===== src/rtl/mem_stage_lsu.sv =====
// mem_stage_lsu: pipeline MEM stage; passes ALU results through and runs loads/stores as sized bus transactions
//   in_*  : EX handshake (in_valid/in_ready) with access descriptor mem_*, addr, wdata
//   out_* : WB handshake (out_valid/out_ready) with data, fault, fault_cause
//   bus_* : single-outstanding request/ack bus with byte strobes, error response and timeout
//   rst   : asynchronous, active-low
module mem_stage_lsu #(
  parameter int XLEN = 64,
  parameter int TIMEOUT = 255
) (
  input  logic              clk,
  input  logic              rst,
  input  logic              in_valid,
  output logic              in_ready,
  input  logic              mem_valid,
  input  logic              mem_rw,
  input  logic [1:0]        mem_size,
  input  logic              mem_unsigned,
  input  logic [XLEN-1:0]   addr,
  input  logic [XLEN-1:0]   wdata,
  output logic              out_valid,
  input  logic              out_ready,
  output logic [XLEN-1:0]   data,
  output logic              fault,
  output logic [1:0]        fault_cause,
  output logic              bus_req,
  output logic              bus_we,
  output logic [XLEN-1:0]   bus_addr,
  output logic [XLEN/8-1:0] bus_wstrb,
  output logic [XLEN-1:0]   bus_wdata,
  input  logic              bus_ack,
  input  logic [XLEN-1:0]   bus_rdata,
  input  logic              bus_err
);
  localparam int SW = XLEN / 8;
  localparam int LW = $clog2(SW);
  localparam int CW = TIMEOUT > 1 ? $clog2(TIMEOUT) : 1;
  typedef enum logic {IDLE, BUS} state_t;
  state_t state;
  logic [CW-1:0] cnt;
  logic [LW-1:0] off, off_r;
  logic [1:0] size_r;
  logic uns_r;
  logic [2:0] amask;
  logic illegal, tmo;
  logic [SW-1:0] strb;
  logic [6:0] n;
  logic [XLEN-1:0] sh, lsh, sx, ld;
  assign in_ready = (state == IDLE) && (!out_valid || out_ready);
  assign off = addr[LW-1:0];
  assign amask = 3'((4'd1 << mem_size) - 4'd1);
  assign illegal = |(addr[2:0] & amask) || (XLEN == 32 && mem_size == 2'd3);
  assign strb = ~({SW{1'b1}} << (4'd1 << mem_size)) << off;
  assign tmo = (TIMEOUT != 0) && (cnt == CW'(TIMEOUT - 1));
  // Extend a load by pushing the access to the top of the word and shifting it back down.
  assign sh = bus_rdata >> {off_r, 3'b000};
  assign n = 7'(XLEN) - (7'd8 << size_r);
  assign lsh = sh << n;
  assign sx = $signed(lsh) >>> n;
  assign ld = uns_r ? lsh >> n : sx;
  always_ff @(posedge clk or negedge rst) begin
    if (!rst) begin
      state <= IDLE;
      cnt <= '0;
      off_r <= '0;
      size_r <= '0;
      uns_r <= 1'b0;
      out_valid <= 1'b0;
      data <= '0;
      fault <= 1'b0;
      fault_cause <= 2'd0;
      bus_req <= 1'b0;
      bus_we <= 1'b0;
      bus_addr <= '0;
      bus_wstrb <= '0;
      bus_wdata <= '0;
    end else if (state == IDLE) begin
      if (out_valid && out_ready) begin
        out_valid <= 1'b0;
        data <= '0;
        fault <= 1'b0;
        fault_cause <= 2'd0;
      end
      if (in_valid && in_ready) begin
        if (!mem_valid) begin
          out_valid <= 1'b1;
          data <= addr;
          fault <= 1'b0;
          fault_cause <= 2'd0;
        end else if (illegal) begin
          out_valid <= 1'b1;
          data <= '0;
          fault <= 1'b1;
          fault_cause <= 2'd1;
        end else begin
          state <= BUS;
          cnt <= '0;
          off_r <= off;
          size_r <= mem_size;
          uns_r <= mem_unsigned;
          bus_req <= 1'b1;
          bus_we <= mem_rw;
          bus_addr <= {addr[XLEN-1:LW], {LW{1'b0}}};
          bus_wstrb <= strb;
          bus_wdata <= wdata << {off, 3'b000};
        end
      end
    end else if (bus_err || bus_ack || tmo) begin
      state <= IDLE;
      bus_req <= 1'b0;
      out_valid <= 1'b1;
      fault <= bus_err || !bus_ack;
      fault_cause <= bus_err ? 2'd2 : bus_ack ? 2'd0 : 2'd3;
      data <= (bus_ack && !bus_err && !bus_we) ? ld : '0;
    end else begin
      cnt <= cnt + 1'b1;
    end
  end
endmodule


===== config.mk =====
export PLATFORM = sky130hd
export DESIGN_NAME = mem_stage_lsu
export DESIGN_NICKNAME = d
export VERILOG_FILES = /design/src/rtl/mem_stage_lsu.sv
export SDC_FILE = /design/constraint.sdc
export NUM_CORES = 1
export LEC_CHECK = 0
export CAP_MARGIN = 20
export CORE_UTILIZATION = 35
export CTS_CLUSTER_SIZE = 20
export DETAILED_ROUTE_END_ITERATION = 12
export PLACE_DENSITY = 0.66
export SLEW_MARGIN = 40
export SYNTH_ARGS = -nofsm -noshare
export SYNTH_HDL_FRONTEND = slang
export SYNTH_SLANG_ARGS = --single-unit
export TNS_END_PERCENT = 100

===== constraint.sdc =====
create_clock -name clk -period 2.1 [get_ports clk]
set_clock_uncertainty 0.15 [all_clocks]
set_input_delay 0.315 -clock clk [delete_from_list [all_inputs] [get_ports clk]]
set_output_delay 0.315 -clock clk [all_outputs]
set_load 0.005 [all_outputs]

# After elaboration in Yosys (flattened, before gate mapping)
# Index checks and enable logic that the tools add are counted.
dict set report word_totals {
  register_bits 218
  latchBits 0
  ramBits 0
  rom_bits 0
  in_bits 203
  out_inout_bits 207
  word_cells 96
  n_memories 0
}
dict set report op_classes {
  n_addsub 3
  n_mul 0
  n_div 0
  order_cmp 0
  eq_ne 4
  n_shift 9
  mux 43
  bitwise 4
  n_reduce_logical 19
}
# cell count
set op_table {}
lappend op_table {{64-bit two-way mux} 8}
lappend op_table {{64-bit by 6-bit left shift with 64-bit output} 1}
lappend op_table {{64-bit by 7-bit left shift with 64-bit output} 1}
lappend op_table {{64-bit by 6-bit right shift with 64-bit output} 1}
lappend op_table {{64-bit by 7-bit right shift with 64-bit output} 1}
lappend op_table {{64-bit by 7-bit >>> shifter with 64-bit output} 1}
lappend op_table {{8-bit two-way mux} 5}
lappend op_table {{1-bit two-way mux} 22}
lappend op_table {{2-bit two-way mux} 8}
lappend op_table {{4-bit AND reduction} 3}
lappend op_table {{8-bit by 1-bit adder with 8-bit output (second input constant)} 1}
lappend op_table {{8-bit == test (second input constant)} 1}
lappend op_table {{8-bit NOT} 1}
lappend op_table {{8-bit by 3-bit left shift with 8-bit output} 1}
lappend op_table {{8-bit by 4-bit left shift with 8-bit output (first input constant)} 1}
lappend op_table {{4-bit by 2-bit left shift with 7-bit output (first input constant)} 1}
lappend op_table {{7-bit subtractor (first input constant)} 1}
lappend op_table {{1-bit logical AND} 5}
lappend op_table {{1-bit zero test} 4}
lappend op_table {{1-bit logical OR} 4}
lappend op_table {{2-bit != test (second input constant)} 2}
lappend op_table {{2-bit nonzero test} 2}
lappend op_table {{1-bit by 2-bit left shift with 4-bit output (first input constant)} 1}
lappend op_table {{3-bit bitwise AND} 1}
lappend op_table {{other kinds (4)} 5}

# Depth between registers and ports, before layout
# Gate-level depths: netlist of the first run.
dict set report depth {
  ltp_word 8
  depth_mapped 10
  mapped_depth_nobuf 8
}

# Worst setup path before layout of the first run
# No wires, ideal clock.
dict set report synth_timing {
  path_type {reg-to-reg}
  start {reg out_valid}
  end {reg data[46]}
  setup_time_ps 134
  arrival_time_ps 1927
  required_ps 1816
  setup_slack_ps -111
  stages_incl_launch_ff 9
  path_buffers 2
  synth_period_minus_slack_ps 2211
  cell_sequence {dfrtp_1 > nor2b_4 > or3b_1 > o211a_1 > or2_1 > buf_6 > buf_6 > a222oi_1 > o21ai_1}
}
dict set report synth_via {
  elab_chain_len 6
  word_cells_on_any_way 10
  cone_classes {mux: 5; reduce/logical: 5}
}
# item line
set synth_rtl {}
lappend synth_rtl {{start: declaration} 20} ;# output logic out_valid,
lappend synth_rtl {{start signal: assignment} 67} ;# out_valid <= 1'b0;
lappend synth_rtl {{start signal: assignment} 78} ;# out_valid <= 1'b0;
lappend synth_rtl {{start signal: assignment} 85} ;# out_valid <= 1'b1;
lappend synth_rtl {{1-bit logical AND or 1-bit zero test (tied branches)} {77, 48}}
lappend synth_rtl {{64-bit two-way mux or 1-bit logical OR (tied branches)} {77, 48}}
lappend synth_rtl {{64-bit two-way mux or 1-bit logical AND (tied branches)} {89, 48}}
lappend synth_rtl {{64-bit two-way mux or 1-bit logical AND (tied branches)} {84, 83}}
lappend synth_rtl {{64-bit two-way mux (*)} 83} ;# if (in_valid && in_ready) begin
lappend synth_rtl {{64-bit two-way mux (*)} 76} ;# end else if (state == IDLE) begin
lappend synth_rtl {{end signal: assignment} 86} ;# data <= addr;
lappend synth_rtl {{end signal: assignment} 113} ;# data <= (bus_ack && !bus_err && !bus_we) ? ld : '0;
lappend synth_rtl {{end: declaration} 22} ;# output logic [XLEN-1:0] data,
# Mark *: on every way between the ends. The rest lies on a longest branch, timed or not.
# A chain may end at the register's enable or synchronous reset.

# Final worst setup path of the first run
dict set report layout_timing {
  start {reg off_r[1]}
  end {reg data[13]}
}
dict set report layout_via {
  elab_chain_len 7
  word_cells_on_any_way 8
  cone_classes {shift: 4; mux: 4}
}
# item line
set layout_rtl {}
lappend layout_rtl {{start: declaration} 40} ;# logic [LW-1:0] off, off_r;
lappend layout_rtl {{start signal: assignment} 64} ;# off_r <= '0;
lappend layout_rtl {{start signal: assignment} 97} ;# off_r <= off;
lappend layout_rtl {{64-bit by 6-bit right shift with 64-bit output (*)} 55} ;# assign sh = bus_rdata >> {off_r, 3'b000};
lappend layout_rtl {{64-bit by 7-bit left shift with 64-bit output (*)} 57} ;# assign lsh = sh << n;
lappend layout_rtl {{64-bit by 7-bit >>> shifter with 64-bit output or 64-bit by 7-bit right shift with 64-bit output (tied branches)} {58, 59}}
lappend layout_rtl {{64-bit two-way mux (*)} 59} ;# assign ld = uns_r ? lsh >> n : sx;
lappend layout_rtl {{64-bit two-way mux (*)} 113}
lappend layout_rtl {{64-bit two-way mux (*)} 107} ;# end else if (bus_err || bus_ack || tmo) begin
lappend layout_rtl {{64-bit two-way mux (*)} 76}
# Mark *: on every way between the ends. The rest lies on a longest branch, timed or not. The select of a mux whose other input is x is not followed.

==> results.json, run 1 <==
{
  "setup_viol": 62,
  "cts-root-buf": "clkbuf_16",
  "ir_worst_vdd_mv": 0.5999,
  "core_um2": 35910,
  "p_leak_nw": 9.233,
  "grt-ovfl-total": 0,
  "power.density_nw_per_um2": 983.9,
  "crit_fanout": 5,
  "place_hpwl_mm": 46.03,
  "drc": 0,
  "synth_flop_cell": "dfrtp_1",
  "crit_buf_inv": 2,
  "avgViaCountPerCell": 5.657,
  "finish.utilization_pct": 58.97,
  "critPathRequiredTime_ns": 2.37,
  "ys_seq_area_share_pct": 42.32,
  "row_count": 69,
  "firstDrtPassIters": 7,
  "synth_top_area_cell": "dfrtp_1",
  "postLayoutSetupSlackWorst_ns": -0.3712,
  "grt_max_degree": 70,
  "diodes": 0,
  "worstMarginPinSlew_ns": 0.6237,
  "fmax_mhz": 404.7,
  "die_h_um": 193.9,
  "cts_max_path_buffers": 3,
  "status": "complete, but fails checks",
  "numCtsBuffers": 27,
  "cts_sinks": 218,
  "ys_types": 69,
  "nFillCells": 3083,
  "rsz0062_at_grt": "true",
  "crit_type": "flip-flop to flip-flop",
  "synth_top_area_share_pct": 42.32,
  "ys_warn_count": 0,
  "grt_pass1_wl_mm": 90.22,
  "wl_mm": 61.40,
  "nNetsFinal": 2238,
  "min_period_ns": 2.471,
  "synth_area_leaders": "dfrtp_1, nand2_1, mux2i_1",
  "reg2reg_from": "off_r[1]$_DFFE_PN0P_",
  "grtUsageTotal_pct": 31.43,
  "h-tree-depth": 1,
  "synth-seq-cells": 218,
  "cp-end-kind": "flip-flop",
  "hold_class": "input pin to async pin",
  "place_congestion": 0.9945,
  "worstSkewPairLatency_ns": 0.54,
  "maxCapViolations": 0,
  "slew_viol_final": 0,
  "ff2ff_setup_slack_ns": -0.37,
  "netlist_instances": 1418,
  "path_cells": "buf_12 -> mux4_2 -> mux2i_4 -> buf_6 -> nor2_1 -> o21ai_2 -> a21oi_1 -> a221o_1",
  "drtIter0Drc": 1146,
  "place_ws_ns": -0.5973,
  "crit_path_start_kind": "flip-flop",
  "grt_antenna_before_repair": 2,
  "mostFrequentLayoutCell": "clkdlybuf4s50_1",
  "synth_edf_count": 0,
  "io_pins": 410,
  "ff2ff_path_depth": 8,
  "cpPeakStageDelay_ns": 0.56,
  "avgSynthCellArea_um2": 9.091,
  "relSlewSlack_pct": 57.98,
  "drive_gt1_share_pct": 24.54,
  "cp_slowest_cell": "mux4_2",
  "die_w_um": 193.9,
  "dieArea_um2": 37600,
  "violations": "setup timing",
  "clk_pin_slew_worst_paths_ns": 0.06,
  "grt_pass1_vias": 14420,
  "path_delay_family": "multiplexers",
  "finalHoldViolations": 0,
  "final_cells": 2515,
  "syn-cell-area_um2": 12890,
  "area_growth_pct": 64.28,
  "portBuffers": 406,
  "cts_tree": "built",
  "dp_cells": 2424,
  "dr_total_vias": 14230,
  "power_mw": 20.84,
  "wire_per_inst_um": 24.41,
  "fin_crit_sh_pct": 117.7,
  "cp.arrival_ns": 2.74,
  "initial_core_util_pct": 35.89,
  "synth-async-reset-ratio_pct": 100.0,
  "reg2reg_to": "data[13]$_DFFE_PN0P_",
  "mostFrequentLayoutCells": "clkdlybuf4s50_1, nand2_1, buf_4, dfrtp_1, a21oi_1",
  "ant_nets": 0
}
-- synthesized netlist by cell type (all sizes together) (3+ instances only) --
master,instances
nand2,337
dfrtp,218
a21oi,102
mux2i,81
o21ai,81
nor2,72
clkbuf,71
buf,58
a221o,37
mux2,32
o31ai,32
a22oi,29
mux4,27
a211oi,23
nor2b,21
nand3,20
o21a,19
o22ai,18
o211ai,14
o221ai,14
a221oi,12
inv,10
a21boi,7
o22a,7
nand4,6
or2,6
a22o,5
a32oi,5
nand2b,5
a31oi,4
xnor2,4
a2bb2oi,3
a311o,3
and2,3
nor3,3
xor2,3
-- sequential cells by signal (all words and copies together) (netlist names) --
signal	cells
off_r	3
bus_addr	61
bus_we	1
cnt	8
fault	1
fault_cause	2
uns_r	1
state	1
data	64
out_valid	1
bus_wdata	64
bus_req	1
bus_wstrb	8
size_r	2
-- what timing repair did --
action                                  in CTS  in global routing
gates resized for setup                     45                 80
endpoints found under the setup margin      66                114
endpoints found under the hold margin       88                  0
gates cloned                                 2                  5
pin swaps                                   20                 25
buffers inserted                            22                 13
hold buffers                                 1                  0
-- where the power goes --
| group | leakage [nW] | internal (mW) | switching, mW |
|---|---|---|---|
| Sequential | 2.81 | 5.15 | 0.702 |
| Combinational | 5.94 | 5.18 | 4.50 |
| Clock | 0.488 | 3.28 | 2.03 |
| Total | 9.23 | 13.6 | 7.23 |
-- metrics by stage --
stage / TNS [ns] / area [µm²] / hold slack (ns)
after global placement: -70.24 / 19220 / 0.1415
final: -14.07 / 21180 / 0.1527
after detailed placement: -84.27 / 19220 / 0.1392
after floorplan: -1.287 / 12930 / -0.1306
after global routing: -17.17 / 21180 / 0.1873
after CTS: -15.39 / 20670 / 0.1584
-- cell families (layout without fill, tap and decap cells) --
logic type / after synthesis / count (layout) / share of synthesized area, %
AOI/OAI and AO/OA: 427 / 427 / 22.55
xor gates and xnor gates: 7 / 7 / 0.4756
adders and majority gates: 2 / 2 / 0.1941
buffers and inverters: 140 / 774 / 4.989
DFF: 218 / 218 / 42.32
muxes: 140 / 140 / 13.90
other: 1 / 3 / 0.02909
and+or+nand+nor: 483 / 483 / 15.55
-- routing by layer --
layer / up-vias / global-route usage [%] / part of all wire [%]
li1: 6386 / - / -
met1: 6893 / 37.48 / 38
met5: - / 0 / 0.042
met4: 4 / 13.90 / 5.2
met2: 794 / 54.00 / 48
met3: 151 / 7.253 / 8.9
-- final cells by class --
cell class	count	area (µm²)	area share, %
sequential	218	5460	25.78
inverter	11	41.29	0.1950
clock buffer	33	748.2	3.533
tap	461	576.8	2.724
timing repair buffer	713	6892	32.54
clock inverter	17	261.5	1.235
multi-input combinational	1062	7198	33.99
-- worst register-to-register path: stages, from the launching register on --
cell and delay [ns]:
dfrtp_2 0.41, buf_12 0.14, mux4_2 0.57, mux2i_4 0.25, buf_6 0.17, nor2_1 0.06
o21ai_2 0.23, a21oi_1 0.10, a221o_1 0.27
-- worst max path at each step --
stage | startpoint | end | cells past startpoint
floorplan | out_valid$_DFFE_PN0P_ | data[46]$_DFFE_PN0P_ | 8
global placement | bus_rdata[39] | data[23]$_DFFE_PN0P_ | 9
detailed placement | bus_rdata[39] | data[23]$_DFFE_PN0P_ | 9
CTS | off_r[1]$_DFFE_PN0P_ | data[18]$_DFFE_PN0P_ | 9
global route | off_r[1]$_DFFE_PN0P_ | data[13]$_DFFE_PN0P_ | 8
finish | off_r[1]$_DFFE_PN0P_ | data[13]$_DFFE_PN0P_ | 8
No activity file was read; power rests on OpenSTA's default activity.
==> run 2: changes to the inputs <==
Settings changed: RECOVER_POWER set to 50.
==> results.json, run 2 (synthesis gave the netlist of run 1 again) <==
{
  "worstSkewPairLatency_ns": 0.54,
  "grt_antenna_before_repair": 2,
  "fin_crit_sh_pct": 117.3,
  "mostFrequentLayoutCells": "clkdlybuf4s50_1, nand2_1, buf_4, dfrtp_1, a21oi_1",
  "path_cells": "buf_12 -> mux4_2 -> mux2i_4 -> buf_6 -> nor2_1 -> o21ai_2 -> a21oi_1 -> a221o_1",
  "seq_power_share_pct": 28.2,
  "grt_max_degree": 70,
  "fmax_mhz": 405.9,
  "cp.arrival_ns": 2.73,
  "dp_cells": 2424,
  "grtUsageTotal_pct": 31.43,
  "ir_worst_vdd_mv": 0.6020,
  "critPathLaunch": "off_r[1]$_DFFE_PN0P_",
  "crit_type": "flip-flop to flip-flop",
  "cp-end-kind": "flip-flop",
  "grt-ovfl-total": 0,
  "min_period_ns": 2.464,
  "place_congestion": 0.9945,
  "p_leak_nw": 9.302,
  "crit_buf_inv": 2,
  "clock_power_share_pct": 25.6,
  "p_sw_mw": 7.207,
  "crit_fanout": 5,
  "wire_per_inst_um": 24.35,
  "h-tree-depth": 1,
  "power_frac_comb_pct": 46.2,
  "hold_class": "input pin to flip-flop",
  "cp.depth": 8,
  "area_growth_pct": 64.00,
  "reg2reg_from": "off_r[1]$_DFFE_PN0P_",
  "slew_viol_final": 0,
  "critPathRequiredTime_ns": 2.37,
  "switching_share_pct": 34.86,
  "cts_sinks": 218,
  "cts_max_path_buffers": 3,
  "ff2ff_path_depth": 8,
  "final_area_um2": 21140,
  "io_pins": 410,
  "drtIter0Drc": 1098,
  "numCtsBuffers": 27,
  "die_h_um": 193.9,
  "mostFrequentLayoutCell": "clkdlybuf4s50_1",
  "crit_path_start_kind": "flip-flop",
  "place_area_um2": 19220,
  "worstMarginPinSlew_ns": 1.467,
  "grt_pass1_vias": 14420,
  "endpoint": "data[13]$_DFFE_PN0P_",
  "path_delay_family": "multiplexers",
  "maxCapViolations": 0,
  "status": "complete, but fails checks",
  "power.density_nw_per_um2": 978.0,
  "initial_core_util_pct": 35.89,
  "dieArea_um2": 37600,
  "row_count": 69,
  "nNetsFinal": 2238,
  "setup_viol": 62,
  "drc": 0,
  "ff2ff_setup_slack_ns": -0.36,
  "place_hpwl_mm": 46.03,
  "nFillCells": 3092,
  "dr_total_vias": 14150,
  "ant_nets": 0,
  "drive_gt1_share_pct": 24.44,
  "cts-root-buf": "clkbuf_16",
  "final_cells": 2518,
  "postLayoutSetupSlackWorst_ns": -0.3638,
  "whs_ns": 0.1914,
  "avgViaCountPerCell": 5.621,
  "cp_slowest_cell": "mux4_2",
  "violations": "setup timing",
  "power_mw": 20.68,
  "cts_tree": "built",
  "fin_tns_setup_ns": -13.85,
  "reg2reg_to": "data[13]$_DFFE_PN0P_",
  "hold_start": "addr[36]",
  "core_um2": 35910,
  "portBuffers": 406,
  "rsz0062_at_grt": "true",
  "finalHoldViolations": 0,
  "p_int_mw": 13.47,
  "die_w_um": 193.9,
  "firstDrtPassIters": 5,
  "clk_pin_slew_worst_paths_ns": 0.06,
  "grt_pass1_wl_mm": 90.22,
  "top_regs": "bus_wdata x64, data x64, bus_addr x61",
  "wl_mm": 61.31,
  "relSlewSlack_pct": 2.188,
  "cpPeakStageDelay_ns": 0.56
}
==> run 2: changes by cell type in the layout (fill, tap and decap cells not counted), moves of 3 or more <==
cell             previous run  this run
buf_12                     24        21
dlygate4sd3_1               1        63
buf_4                     257       249
diode_2                     0         3
clkbuf_4                    0         4
clkdlybuf4s50_1           401       339
==> run 2: per-layer routing <==
layer | global-route usage (%) | vias to the layer above | share of wire (%)
li1 | - | 6400 | -
met2 | 54.00 | 764 | 48
met1 | 37.48 | 6845 | 37
met4 | 13.90 | 4 | 5.2
met3 | 7.253 | 140 | 9.0
met5 | 0 | - | 0.042
==> run 2: tightest hold or removal path, delay by kind of cell <==
kind                   cells  cell delay (ns)
and+or+nand+nor            2             0.10
buffers and inverters      1             0.42
==> run 2: timing repair <==
action                                  in CTS  in global routing
pin swaps                                   20                 25
hold buffers                                 1                  0
endpoints found under the setup margin      66                114
resized for setup                           45                 80
setup buffers                               22                 13
hold endpoints to repair                    88                  0
cloned                                       2                  5
==> run 2: power by group through the flow <==
stage	Sequential [mW]	Combinational (mW)	Clock [mW]
2_1_floorplan	5.80	3.52	0
3_3_place_gp	5.88	8.25	0
3_5_place_dp	5.90	8.30	0
4_1_cts	5.83	8.90	5.36
5_1_grt	5.94	10.1	5.55
6_report	5.83	9.54	5.30
==> run 2: worst min path at each step <==
stage,endpoint,slack [ns],cells past startpoint
6_report,bus_addr[36]$_DFFE_PN0P_,0.19,3
5_1_grt,bus_addr[36]$_DFFE_PN0P_,0.19,3
4_1_cts,bus_wdata[5]$_DFFE_PN0P_,0.16,2
3_5_place_dp,bus_wdata[1]$_DFFE_PN0P_,0.14,1
3_3_place_gp,bus_wdata[5]$_DFFE_PN0P_,0.14,1
2_1_floorplan,bus_addr[10]$_DFFE_PN0P_,-0.13,0
==> run 2: final cells by class <==
type                            count  area (µm²)  share of cell area, %
Tap cell                          461       576.8                  2.728
Sequential cell                   218        5459                  25.82
Multi-Input combinational cell   1062        7198                  34.05
Clock buffer                       33       748.2                  3.539
Timing Repair Buffer              713        6849                  32.40
Clock inverter                     17       261.5                  1.237
Inverter                           11       41.29                 0.1953
Antenna cell                        3       7.507                0.03551
==> run 2: per-stage QoR <==
| stage | util [%] | worst slack, ns |
|---|---|---|
| after floorplan | - | -0.08535 |
| after global placement | 53.50 | -0.5954 |
| after detailed placement | 53.50 | -0.5973 |
| after CTS | 57.54 | -0.3392 |
| after global routing | 58.85 | -0.4244 |
| final | 58.87 | -0.3638 |
